File: config.mk
export PLATFORM = sky130hd
export DESIGN_NAME = ahb_apb_bridge
export DESIGN_NICKNAME = d
export VERILOG_FILES = /design/src/rtl/ahb_apb_bridge.sv
export SDC_FILE = /design/constraint.sdc
export NUM_CORES = 1
export LEC_CHECK = 0
export CELL_PAD_IN_SITES_DETAIL_PLACEMENT = 0
export CELL_PAD_IN_SITES_GLOBAL_PLACEMENT = 2
export CORE_AREA = 2 2 146 148
export CTS_BUF_LIST = sky130_fd_sc_hd__clkbuf_8 sky130_fd_sc_hd__clkbuf_16
export DETAILED_ROUTE_END_ITERATION = 12
export DIE_AREA = 0 0 148 150
export PLACE_DENSITY_LB_ADDON = 0.1
export SLEW_MARGIN = 30
export SYNTH_ARGS = -nofsm -noshare
export SYNTH_HDL_FRONTEND = slang
export SYNTH_SLANG_ARGS = --single-unit
File: constraint.sdc
create_clock -name pll_core_cpuclk -period 2.1 [get_ports pll_core_cpuclk]
set_input_delay 0.315 -clock pll_core_cpuclk [delete_from_list [all_inputs] [get_ports pll_core_cpuclk]]
set_output_delay 0.315 -clock pll_core_cpuclk [all_outputs]
set_load 0.01 [all_outputs]
File: src/rtl/ahb_apb_bridge.sv
// AHB-Lite responder to APB3 requester bridge. One transfer in flight, every
// output registered, optional ACCESS-phase timeout reported as an AHB ERROR.
module ahb_apb_bridge #(
  parameter int unsigned TMO_CYC = 255
) (
  input  logic        pll_core_cpuclk,
  input  logic        pad_cpu_rst,
  // AHB-Lite responder
  input  logic        hsel,
  input  logic [31:0] haddr,
  input  logic [1:0]  htrans,
  input  logic        hwrite,
  input  logic [2:0]  hsize,
  input  logic [31:0] hwdata,
  input  logic [2:0]  hburst,
  input  logic [3:0]  hprot,
  output logic        hready,
  output logic [1:0]  hresp,
  output logic [31:0] hrdata,
  // APB3 requester
  output logic [31:0] paddr,
  output logic        psel,
  output logic        penable,
  output logic        pwrite,
  output logic [31:0] pwdata,
  input  logic [31:0] prdata,
  input  logic        pready,
  input  logic        pslverr
);

  typedef enum logic [2:0] {
    IDLE, DATA, SETUP, ACCESS, DONE, ERR1, ERR2
  } state_t;

  localparam logic [1:0] RESP_OKAY  = 2'b00;
  localparam logic [1:0] RESP_ERROR = 2'b01;
  localparam logic [7:0] TMO_LIM    = TMO_CYC[7:0];
  localparam bit         TMO_EN     = (TMO_CYC != 0);

  state_t     state;
  logic [2:0] size_q;
  logic [7:0] tmo_cnt;
  logic [7:0] tmo_cnt_inc;
  logic       accept;
  logic       unused_inputs;

  // Only NONSEQ/SEQ (htrans[1]=1) start a transfer; burst and protection
  // attributes have no meaning on APB.
  assign accept        = hsel && htrans[1];
  assign tmo_cnt_inc   = tmo_cnt + 8'd1;
  assign unused_inputs = ^{hburst, hprot, htrans[0]};

  // Outputs are assigned together with the next state so each one is a flop
  // whose value matches the state being entered.
  // NOTE: all state and output registers use non-blocking assignments so every
  // flop samples pre-edge values regardless of statement order.
  always_ff @(posedge pll_core_cpuclk) begin
    if (pad_cpu_rst) begin
      state   <= IDLE;
      size_q  <= 3'd0;
      tmo_cnt <= 8'd0;
      hready  <= 1'b1;
      hresp   <= RESP_OKAY;
      hrdata  <= 32'd0;
      paddr   <= 32'd0;
      psel    <= 1'b0;
      penable <= 1'b0;
      pwrite  <= 1'b0;
      pwdata  <= 32'd0;
    end else begin
      case (state)
        IDLE, DONE, ERR2: begin
          hresp <= RESP_OKAY;
          if (accept) begin
            paddr  <= haddr;
            pwrite <= hwrite;
            size_q <= hsize;
            hready <= 1'b0;
            state  <= DATA;
          end else begin
            hready <= 1'b1;
            state  <= IDLE;
          end
        end

        DATA: begin
          if (pwrite) pwdata <= hwdata;
          // Transfers wider than 32 bits cannot be carried by APB.
          if (size_q > 3'd2) begin
            hresp <= RESP_ERROR;
            state <= ERR1;
          end else begin
            psel    <= 1'b1;
            penable <= 1'b0;
            state   <= SETUP;
          end
        end

        SETUP: begin
          penable <= 1'b1;
          tmo_cnt <= 8'd0;
          state   <= ACCESS;
        end

        ACCESS: begin
          if (pready) begin
            psel    <= 1'b0;
            penable <= 1'b0;
            if (pslverr) begin
              hresp <= RESP_ERROR;
              state <= ERR1;
            end else begin
              if (!pwrite) hrdata <= prdata;
              hready <= 1'b1;
              state  <= DONE;
            end
          end else begin
            tmo_cnt <= tmo_cnt_inc;
            // Abort in the cycle where the counter reaches the limit, so
            // TMO_CYC counts the ACCESS cycles spent waiting.
            if (TMO_EN && tmo_cnt_inc == TMO_LIM) begin
              psel    <= 1'b0;
              penable <= 1'b0;
              hresp   <= RESP_ERROR;
              state   <= ERR1;
            end
          end
        end

        ERR1: begin
          hready <= 1'b1;
          hresp  <= RESP_ERROR;
          state  <= ERR2;
        end

        default: begin
          hready  <= 1'b1;
          hresp   <= RESP_OKAY;
          psel    <= 1'b0;
          penable <= 1'b0;
          state   <= IDLE;
        end
      endcase
    end
  end

endmodule

==> impl_metrics.toml, run 1 <==
[setup_path]
timing.critical_path.cells = "clkdlybuf4s50_1"
critPathTopFamily = "buffers and inverters"
max_stage_delay_ps = 620
critPathSlowestCell = "sky130_fd_sc_hd__clkdlybuf4s50_1"
critical_path.reg2reg.startpoint = "tmo_cnt[0]$_SDFFE_PP0P_"
critical_path_class = "register to output port"
critPathArrivalTime_ps = 1490
crit_buf_inv = 1
setup.reg_to_reg.worst_slack_ps = 310
rr_endpoint = "penable$_SDFFE_PP0P_"
timing.critical_path.to_type = "output port"
cp-start-kind = "register"
worstPathMaxFanout = 6
critical_path_required_ps = 1780
worstRegToRegCells = 6

[sta]
report.final.slew_viol_count = 0
maximum_achievable_frequency_mhz = 553
final_critical_path_setup_slack_ps = 290
setup_viol_count_final = 0
tns_ps = 0
clock_skew_ps = 6.80
hold_viol_final = 0
final.min_clock_period_ps = 1810
fin_hold_ws_ps = 420
timing_worst_slew_pin_value_ps = 657
slew-limit-headroom = 0.562
rsz0062_at_grt = "false"
final.period_utilization = 0.862

[global_route]
globalRouteTotalUtil = 0.130
antenna_found_initial = 0
globalRouteOverflowTotal = 0
grt_pass1_wl_um = 22300
via_count_of_the_first_global_routing_pass = 4156
grt_start_max_net_pins = 54

[floorplan]
fp.dieArea_um2 = 22200
core_area_um2 = 20700
chipHeight_um = 150
rows = 53
die_w_um = 148
initial_utilization = 0.207
io_pins = 216

[hold_path]
hold_path_depth = 2
timing.hold.worst.start = "pad_cpu_rst"
holdCritPathClass = "input pin to register"
min_to = "tmo_cnt[2]$_SDFFE_PP0P_"

[power]
power-per-cell-area_nw_per_um2 = 794
power.leakage_uw = 0.00250
max-vdd-ir-drop_mv = 0.491

[placement]
port_buffers = 206
placedCellCount = 1010
dp.final_hpwl_um = 9960
place.gp.congestion = 0.697
preCtsSetupSlack_ps = 94.2

[clock_network]
cts_tree = "built"
ctsLongestPathBuffers = 2
insertion_delay_ps = 410
root_buffer = "sky130_fd_sc_hd__clkbuf_16"
clk_pin_slew_ps = 60
clock_sink_count = 115
tritoncts_buffer_count = 17
holdBufCountCts = 0
cts_max_level = 4
postCtsSetupBuffers = 0
ctsResizeCount = 0

[route]
drt_drc_violations_left = 0
detail_route.vias_per_cell = 4.16
wire_per_inst_um = 13.9
route.antenna.remaining_nets = 0
drt_first_iter_violations = 141
via_count = 4339
sum_of_routed_wire_length_over_all_layers_um = 14500
initial_drt_pass_iterations = 4

[logic_synthesis]
synthesis.instances = 548
synthesis_warning_total = 0
post_synthesis_instance_area_um2 = 4290
syn_nets = 664
ys_seq_area_frac = 0.537
postSynth.topFlopCell = "sky130_fd_sc_hd__dfxtp_1"
synth_cell_type_count = 44
synth-edff-count = 0
ys_async_sr_fraction = 0
post_synth.cell_area_avg_um2 = 7.83
postSynthRegisterBits = 115

[layout]
area_growth_syn_to_layout_pct = 70.8
postLayoutCoreUtil = 0.354
antenna_cells = 0
num-nets-final = 870
finalNonFillerCells = 1042
drive_gt1_frac = 0.0730
layout.cells.most_common_list = "sky130_fd_sc_hd__nand2_1 (209), sky130_fd_sc_hd__clkdlybuf4s50_1 (205), sky130_fd_sc_hd__dfxtp_1 (115), sky130_fd_sc_hd__a21oi_1 (112)"
layout_commonest_cell = "sky130_fd_sc_hd__nand2_1"

[outcome]
run_status = "completed"

[run]
cap_viol_max_count = 0
==> metal layers <==
layer / vias to the layer above / global-route usage / wire length (um)
met5: - / 0 / 0
met4: 0 / 0.0562 / 259
met3: 21 / 0.0521 / 1240
met2: 150 / 0.205 / 6660
met1: 1957 / 0.157 / 6360
li1: 2211 / - / -
==> through the flow <==
step / area [um2] / total power [uW]
2_1_floorplan: 4290 / 2530
4_1_cts: 7330 / 5940
5_1_grt: 7330 / 6080
3_5_place_dp: 6720 / 2920
3_3_place_gp: 6720 / 2920
6_report: 7330 / 5820
==> worst max path at each step <==
stage	start	to	cells after the start
global placement	pready	hrdata[10]$_SDFFE_PP0P_	6
detailed placement	pready	hrdata[17]$_SDFFE_PP0P_	6
finish	pwrite$_SDFFE_PP0P_	pwrite	1
CTS	pwrite$_SDFFE_PP0P_	pwrite	1
floorplan	state[2]$_SDFFE_PP0P_	hrdata[31]$_SDFFE_PP0P_	7
global route	tmo_cnt[0]$_SDFFE_PP0P_	penable$_SDFFE_PP0P_	6
==> state kept, by name (all words and copies together) (netlist names) <==
register	cells
tmo_cnt	8
state	3
size_q	3
paddr	32
hrdata	32
hresp	1
pwrite	1
penable	1
psel	1
pwdata	32
hready	1
==> cells in the mapped netlist (2+ instances only) <==
cell type,n,area (um2)
sky130_fd_sc_hd__a22oi_1,2,15.0
sky130_fd_sc_hd__ha_1,2,25.0
sky130_fd_sc_hd__nor2b_1,4,25.0
sky130_fd_sc_hd__dfxtp_1,115,2300
sky130_fd_sc_hd__a21oi_1,112,561
sky130_fd_sc_hd__clkbuf_1,21,78.8
sky130_fd_sc_hd__buf_2,14,70.1
sky130_fd_sc_hd__or3_1,2,12.5
sky130_fd_sc_hd__nand3_1,5,25.0
sky130_fd_sc_hd__nand2b_1,4,25.0
sky130_fd_sc_hd__o21ai_0,9,45.0
sky130_fd_sc_hd__nor2_1,12,45.0
sky130_fd_sc_hd__a311oi_1,2,17.5
sky130_fd_sc_hd__and3_1,2,12.5
sky130_fd_sc_hd__a211oi_1,3,22.5
sky130_fd_sc_hd__nand2_1,209,785
sky130_fd_sc_hd__inv_1,3,11.3
==> area by class of cell <==
class,count,area [um2]
clock buffers,20,467
clock inverters,12,138
fillers,2186,13400
inverters,3,11.3
multi-input cells,392,1820
flip-flops and latches,115,2300
well taps,275,344
repair buffers,225,2240
==> report_power, final <==
part	total, uW	leakage [uW]	internal, uW	switching [uW]
Sequential	2280	0.000931	2240	36.0
Combinational	590	0.00126	343	247
Clock	2950	0.000304	1940	1010
Total	5820	0.00250	4530	1290
==> logic make-up (layout without fill, tap and decap cells) <==
logic type      count (synthesis)  in the layout  synth area share
simple gates                  250            250             0.238
compound gates                138            138             0.175
flops                         115            115             0.537
buf+inv                        41            260            0.0411
fa+ha+maj                       2              2           0.00583
other cells                     1              1          0.000874
xor+xnor                        1              1           0.00204
(Power assumes the default switching activity.)
==> inputs of run 2 (changes only) <==
- CORE_AREA: 2 2 146 148 -> 2 2 154 156
- CTS_BUF_LIST: sky130_fd_sc_hd__clkbuf_8 sky130_fd_sc_hd__clkbuf_16 -> default
- DIE_AREA: 0 0 148 150 -> 0 0 156 158
- GPL_TIMING_DRIVEN: default -> 0
- clock period: 2.1 -> 1.51 ns (I/O delays scaled with it)
==> impl_metrics.toml, run 2 (synthesis results as in run 1) <==
[outcome]
run_status = "complete, but fails checks"
violations_in_the_final_reports = "negative setup slack"

[clock_network]
clock_sink_count = 115
root_buffer = "sky130_fd_sc_hd__clkbuf_16"
insertion_delay_ps = 410
cts_tree = "built"
ctsLongestPathBuffers = 2
tritoncts_buffer_count = 17
cts_max_level = 4
clk_pin_slew_ps = 50
holdBufCountCts = 0

[route]
initial_drt_pass_iterations = 4
drt_drc_violations_left = 0
drt_first_iter_violations = 162
detail_route.vias_per_cell = 4.15
sum_of_routed_wire_length_over_all_layers_um = 17000
met2_wirelength_um = 7950
dr.max_layer_used = "met4"
wl_met3_um = 1610
route.antenna.remaining_nets = 0
wire_per_inst_um = 15.2
via_count = 4633
detail_route.wirelength.met1_um = 7260

[setup_path]
critical_path_class = "register to register"
timing.critical_path.to_type = "register"
worstPathMaxFanout = 8
rr_endpoint = "hresp[0]$_SDFFE_PP0P_"
critical_path.reg2reg.startpoint = "state[2]$_SDFFE_PP0P_"
worstRegToRegCells = 6
critPathArrivalTime_ps = 1960
cp-start-kind = "register"
setup.reg_to_reg.worst_slack_ps = -150
critical_path_required_ps = 1810

[layout]
antenna_cells = 0
num-nets-final = 929
layout_commonest_cell = "sky130_fd_sc_hd__nand2_1"
layout.cells.most_common_list = "sky130_fd_sc_hd__nand2_1 (175), sky130_fd_sc_hd__dfxtp_1 (106), sky130_fd_sc_hd__clkdlybuf4s50_1 (103), sky130_fd_sc_hd__dlygate4sd2_1 (102), sky130_fd_sc_hd__a21oi_1 (78)"
biggestRegsByFlops = "hrdata (32), paddr (32), pwdata (32)"
area_growth_syn_to_layout_pct = 94.5
final_area_um2 = 8340
drive_gt1_frac = 0.241

[global_route]
antenna_found_initial = 2
globalRouteOverflowTotal = 0
grt_start_max_net_pins = 17
grt_pass1_wl_um = 25200
via_count_of_the_first_global_routing_pass = 4609
globalRouteTotalUtil = 0.133

[run]
cap_viol_max_count = 0

[placement]
port_buffers = 205
place.gp.congestion = 0.695
preCtsSetupSlack_ps = -587
placed_cell_area_um2 = 6750
dp.final_hpwl_um = 11700

[power]
total_power_uw = 8080
max-vdd-ir-drop_mv = 0.656
power.leakage_uw = 0.00336
power-per-cell-area_nw_per_um2 = 969

[hold_path]
holdCritPathClass = "input pin to register"
timing.hold.worst.start = "pad_cpu_rst"
hold_path_depth = 3
min_to = "state[2]$_SDFFE_PP0P_"

[sta]
maximum_achievable_frequency_mhz = 602
report.final.slew_viol_count = 0
hold_viol_final = 0
tns_ps = -5320
slew-limit-headroom = 0.503
rsz0062_at_grt = "true"
final.min_clock_period_ps = 1660
fin_hold_ws_ps = 341
clock_skew_ps = 10.4
setup_viol_count_final = 75
timing_worst_slew_pin_value_ps = 745
final.period_utilization = 1.10
final_critical_path_setup_slack_ps = -151

[floorplan]
initial_utilization = 0.186
io_pins = 216
core_area_um2 = 23100
rows = 56
chipHeight_um = 158
die_w_um = 156
fp.dieArea_um2 = 24600
-- run 2: final cells by class --
class	count	area (um2)
Buffer	37	365
Tap cell	290	363
Sequential cell	115	2330
Clock inverter	13	138
Multi-Input combinational cell	392	2330
Clock buffer	19	433
Timing Repair Buffer	247	2360
Fill cell	2368	14700
Inverter	3	11.3
-- run 2: how the worst max path moves through the flow --
stage / from / end / slack [ps] / cells past startpoint
finish: state[2]$_SDFFE_PP0P_ / hresp[0]$_SDFFE_PP0P_ / -150 / 6
global route: state[2]$_SDFFE_PP0P_ / hresp[0]$_SDFFE_PP0P_ / -170 / 6
detailed placement: state[1]$_SDFFE_PP0P_ / pwdata[16]$_SDFFE_PP0P_ / -590 / 5
floorplan: state[2]$_SDFFE_PP0P_ / hresp[0]$_SDFFE_PP0P_ / -80 / 6
global placement: pready / hrdata[3]$_SDFFE_PP0P_ / -560 / 6
CTS: state[2]$_SDFFE_PP0P_ / hrdata[17]$_SDFFE_PP0P_ / -140 / 7
-- run 2: through the flow --
step | instances | util
2_1_floorplan | 548 | -
3_3_place_gp | 1043 | 0.293
3_5_place_dp | 1043 | 0.293
4_1_cts | 1095 | 0.339
5_1_grt | 1116 | 0.362
6_report | 1116 | 0.362
-- run 2: timing repair --
| item | 4_1_cts | 5_1_grt |
|---|---|---|
| gates cloned | 4 | 3 |
| endpoints found under the hold margin | 0 | 0 |
| resized for setup | 223 | 90 |
| pin swaps | 59 | 21 |
| setup endpoints to repair | 209 | 107 |
| setup buffers | 17 | 19 |
-- run 2: worst max-delay path, cell delays in order, from the launching register on --
cell	delay [ps]
sky130_fd_sc_hd__dfxtp_4	340
sky130_fd_sc_hd__nand2b_4	160
sky130_fd_sc_hd__buf_6	120
sky130_fd_sc_hd__or3b_4	370
sky130_fd_sc_hd__buf_8	150
sky130_fd_sc_hd__a21o_4	210
sky130_fd_sc_hd__o211a_1	220
-- run 2: where the power goes --
part	internal (uW)	total [uW]	switching (uW)
registers	3110	3160	52.9
clock network	2420	3910	1490
logic	582	1010	432
-- run 2: metal layers --
layer | up-vias | track usage
met1 | 2131 | 0.155
met3 | 15 | 0.0657
met4 | 0 | 0.0358
met5 | - | 0
met2 | 153 | 0.218
li1 | 2334 | -
==> inputs of run 3 (changes only) <==
- SKIP_LAST_GASP: default -> 1
- SLEW_MARGIN: 30 -> default
==> impl_metrics.toml, run 3 (synthesis results as in run 1) <==
[outcome]
run_status = "complete, but fails checks"
violations_in_the_final_reports = "negative setup slack"

[floorplan]
rows = 56
io_pins = 216
chipHeight_um = 158
initial_utilization = 0.186
die_w_um = 156
core_area_um2 = 23100
fp.dieArea_um2 = 24600

[sta]
clock_skew_ps = 10.4
final_critical_path_setup_slack_ps = -154
report.final.slew_viol_count = 0
final.min_clock_period_ps = 1660
rsz0062_at_grt = "true"
timing_worst_slew_pin_value_ps = 745
hold_viol_final = 0
maximum_achievable_frequency_mhz = 601
setup_viol_count_final = 95
final.period_utilization = 1.10
slew-limit-headroom = 0.503
tns_ps = -5990

[global_route]
grt_start_max_net_pins = 17
via_count_of_the_first_global_routing_pass = 4589
grt_pass1_wl_um = 25100
antenna_found_initial = 2
globalRouteOverflowTotal = 0
globalRouteTotalUtil = 0.133

[route]
detail_route.vias_per_cell = 4.14
sum_of_routed_wire_length_over_all_layers_um = 16800
via_count = 4601
drt_first_iter_violations = 152
route.antenna.remaining_nets = 0
wire_per_inst_um = 15.1
initial_drt_pass_iterations = 4
drt_drc_violations_left = 0

[layout]
seq_area_um2 = 2330
layout_commonest_cell = "sky130_fd_sc_hd__nand2_1"
drive_gt1_frac = 0.235
antenna_cells = 0
biggestRegsByFlops = "hrdata (32), paddr (32), pwdata (32)"
fillerInstances = 2369
area_growth_syn_to_layout_pct = 92.3
num-nets-final = 925
multiInputGateArea_um2 = 2320
final_area_um2 = 8250
layout.cells.most_common_list = "sky130_fd_sc_hd__nand2_1 (176), sky130_fd_sc_hd__dfxtp_1 (106), sky130_fd_sc_hd__clkdlybuf4s50_1 (103), sky130_fd_sc_hd__dlygate4sd2_1 (102), sky130_fd_sc_hd__a21oi_1 (79)"

[setup_path]
setup.reg_to_reg.worst_slack_ps = -150
critPathSlowestCell = "sky130_fd_sc_hd__or3b_4"
critPathArrivalTime_ps = 1960
max_stage_delay_ps = 370
cp-start-kind = "register"
timing.critical_path.cells = "nand2b_4, buf_6, or3b_4, buf_8, a21o_4, o211a_1"
timing.critical_path.to_type = "register"
critPathTopFamily = "simple AND/OR/NAND/NOR gates"
crit_buf_inv = 2
critical_path_class = "register to register"
worstPathMaxFanout = 8
critical_path_required_ps = 1810

[placement]
place.gp.congestion = 0.695
port_buffers = 205
preCtsSetupSlack_ps = -587
dp.final_hpwl_um = 11700
placed_cell_area_um2 = 6750

[power]
relative_contribution_of_combinational_cells_to_total_power = 0.120
max-vdd-ir-drop_mv = 0.648
p_switching_uw = 1960
total_power_uw = 8040
power.leakage_uw = 0.00332
p_int_uw = 6080
seq_power_share = 0.394
switching_part_of_the_total_power = 0.244
clkPwrFrac = 0.486
power-per-cell-area_nw_per_um2 = 975

[run]
cap_viol_max_count = 0

[clock_network]
clk_pin_slew_ps = 50
cts_max_level = 4
insertion_delay_ps = 410
clock_sink_count = 115
root_buffer = "sky130_fd_sc_hd__clkbuf_16"
holdBufCountCts = 0
ctsLongestPathBuffers = 2
tritoncts_buffer_count = 17
cts_tree = "built"

[hold_path]
holdCritPathClass = "input pin to register"
==> run 3: final timing paths <==
check	startpoint	endpoint	depth (start not counted)
worst max-delay path	state[2]$_SDFFE_PP0P_	hresp[0]$_SDFFE_PP0P_	6
worst min-delay path	pad_cpu_rst	state[2]$_SDFFE_PP0P_	3
worst max register to register	state[2]$_SDFFE_PP0P_	hresp[0]$_SDFFE_PP0P_	6
worst min register to register	pwdata[23]$_SDFFE_PP0P_	pwdata[23]$_SDFFE_PP0P_	2
==> run 3: metrics by stage <==
stage                     instances   util  hold slack [ps]
after global placement         1043  0.293              442
after detailed placement       1043  0.293              446
after CTS                      1095  0.338              338
after global routing           1112  0.358              345
after floorplan                 548      -              362
final                          1112  0.358              345
==> run 3: final cells by class <==
type | instances | area share
multi-input combinational | 392 | 0.282
sequential | 115 | 0.283
tap | 290 | 0.0440
clock inverter | 13 | 0.0167
clock buffer | 19 | 0.0525
inverter | 3 | 0.00137
buffer | 37 | 0.0405
timing repair buffer | 243 | 0.281
==> run 3: timing repair <==
item / 4_1_cts / 5_1_grt
resized for setup: 218 / 75
cloned: 4 / 3
pin swaps: 49 / 29
endpoints found under the setup margin: 209 / 107
buffers inserted: 17 / 15
endpoints found under the hold margin: 0 / 0
==> run 3: power groups by stage <==
stage	sequential (uW)	combinational, uW	clock, uW
3_3_place_gp	3240	827	0
5_1_grt	3180	1050	4190
4_1_cts	3160	869	4060
6_report	3170	969	3910
2_1_floorplan	3270	267	0
3_5_place_dp	3240	829	0
==> run 3: worst min-delay path: cells and delay by family <==
family,cells,cell delay [ps]
AO/OA/AOI/OAI,1,150
buffers and inverters,1,190
AND/OR/NAND/NOR,1,150
==> run 3: layer usage <==
metal / vias to the layer above / part of all wire / GRT usage
met3: 8 / 0.092 / 0.0657
met1: 2128 / 0.43 / 0.156
met2: 142 / 0.47 / 0.217
li1: 2323 / - / -
met4: 0 / 0.0068 / 0.0358
met5: - / 0 / 0
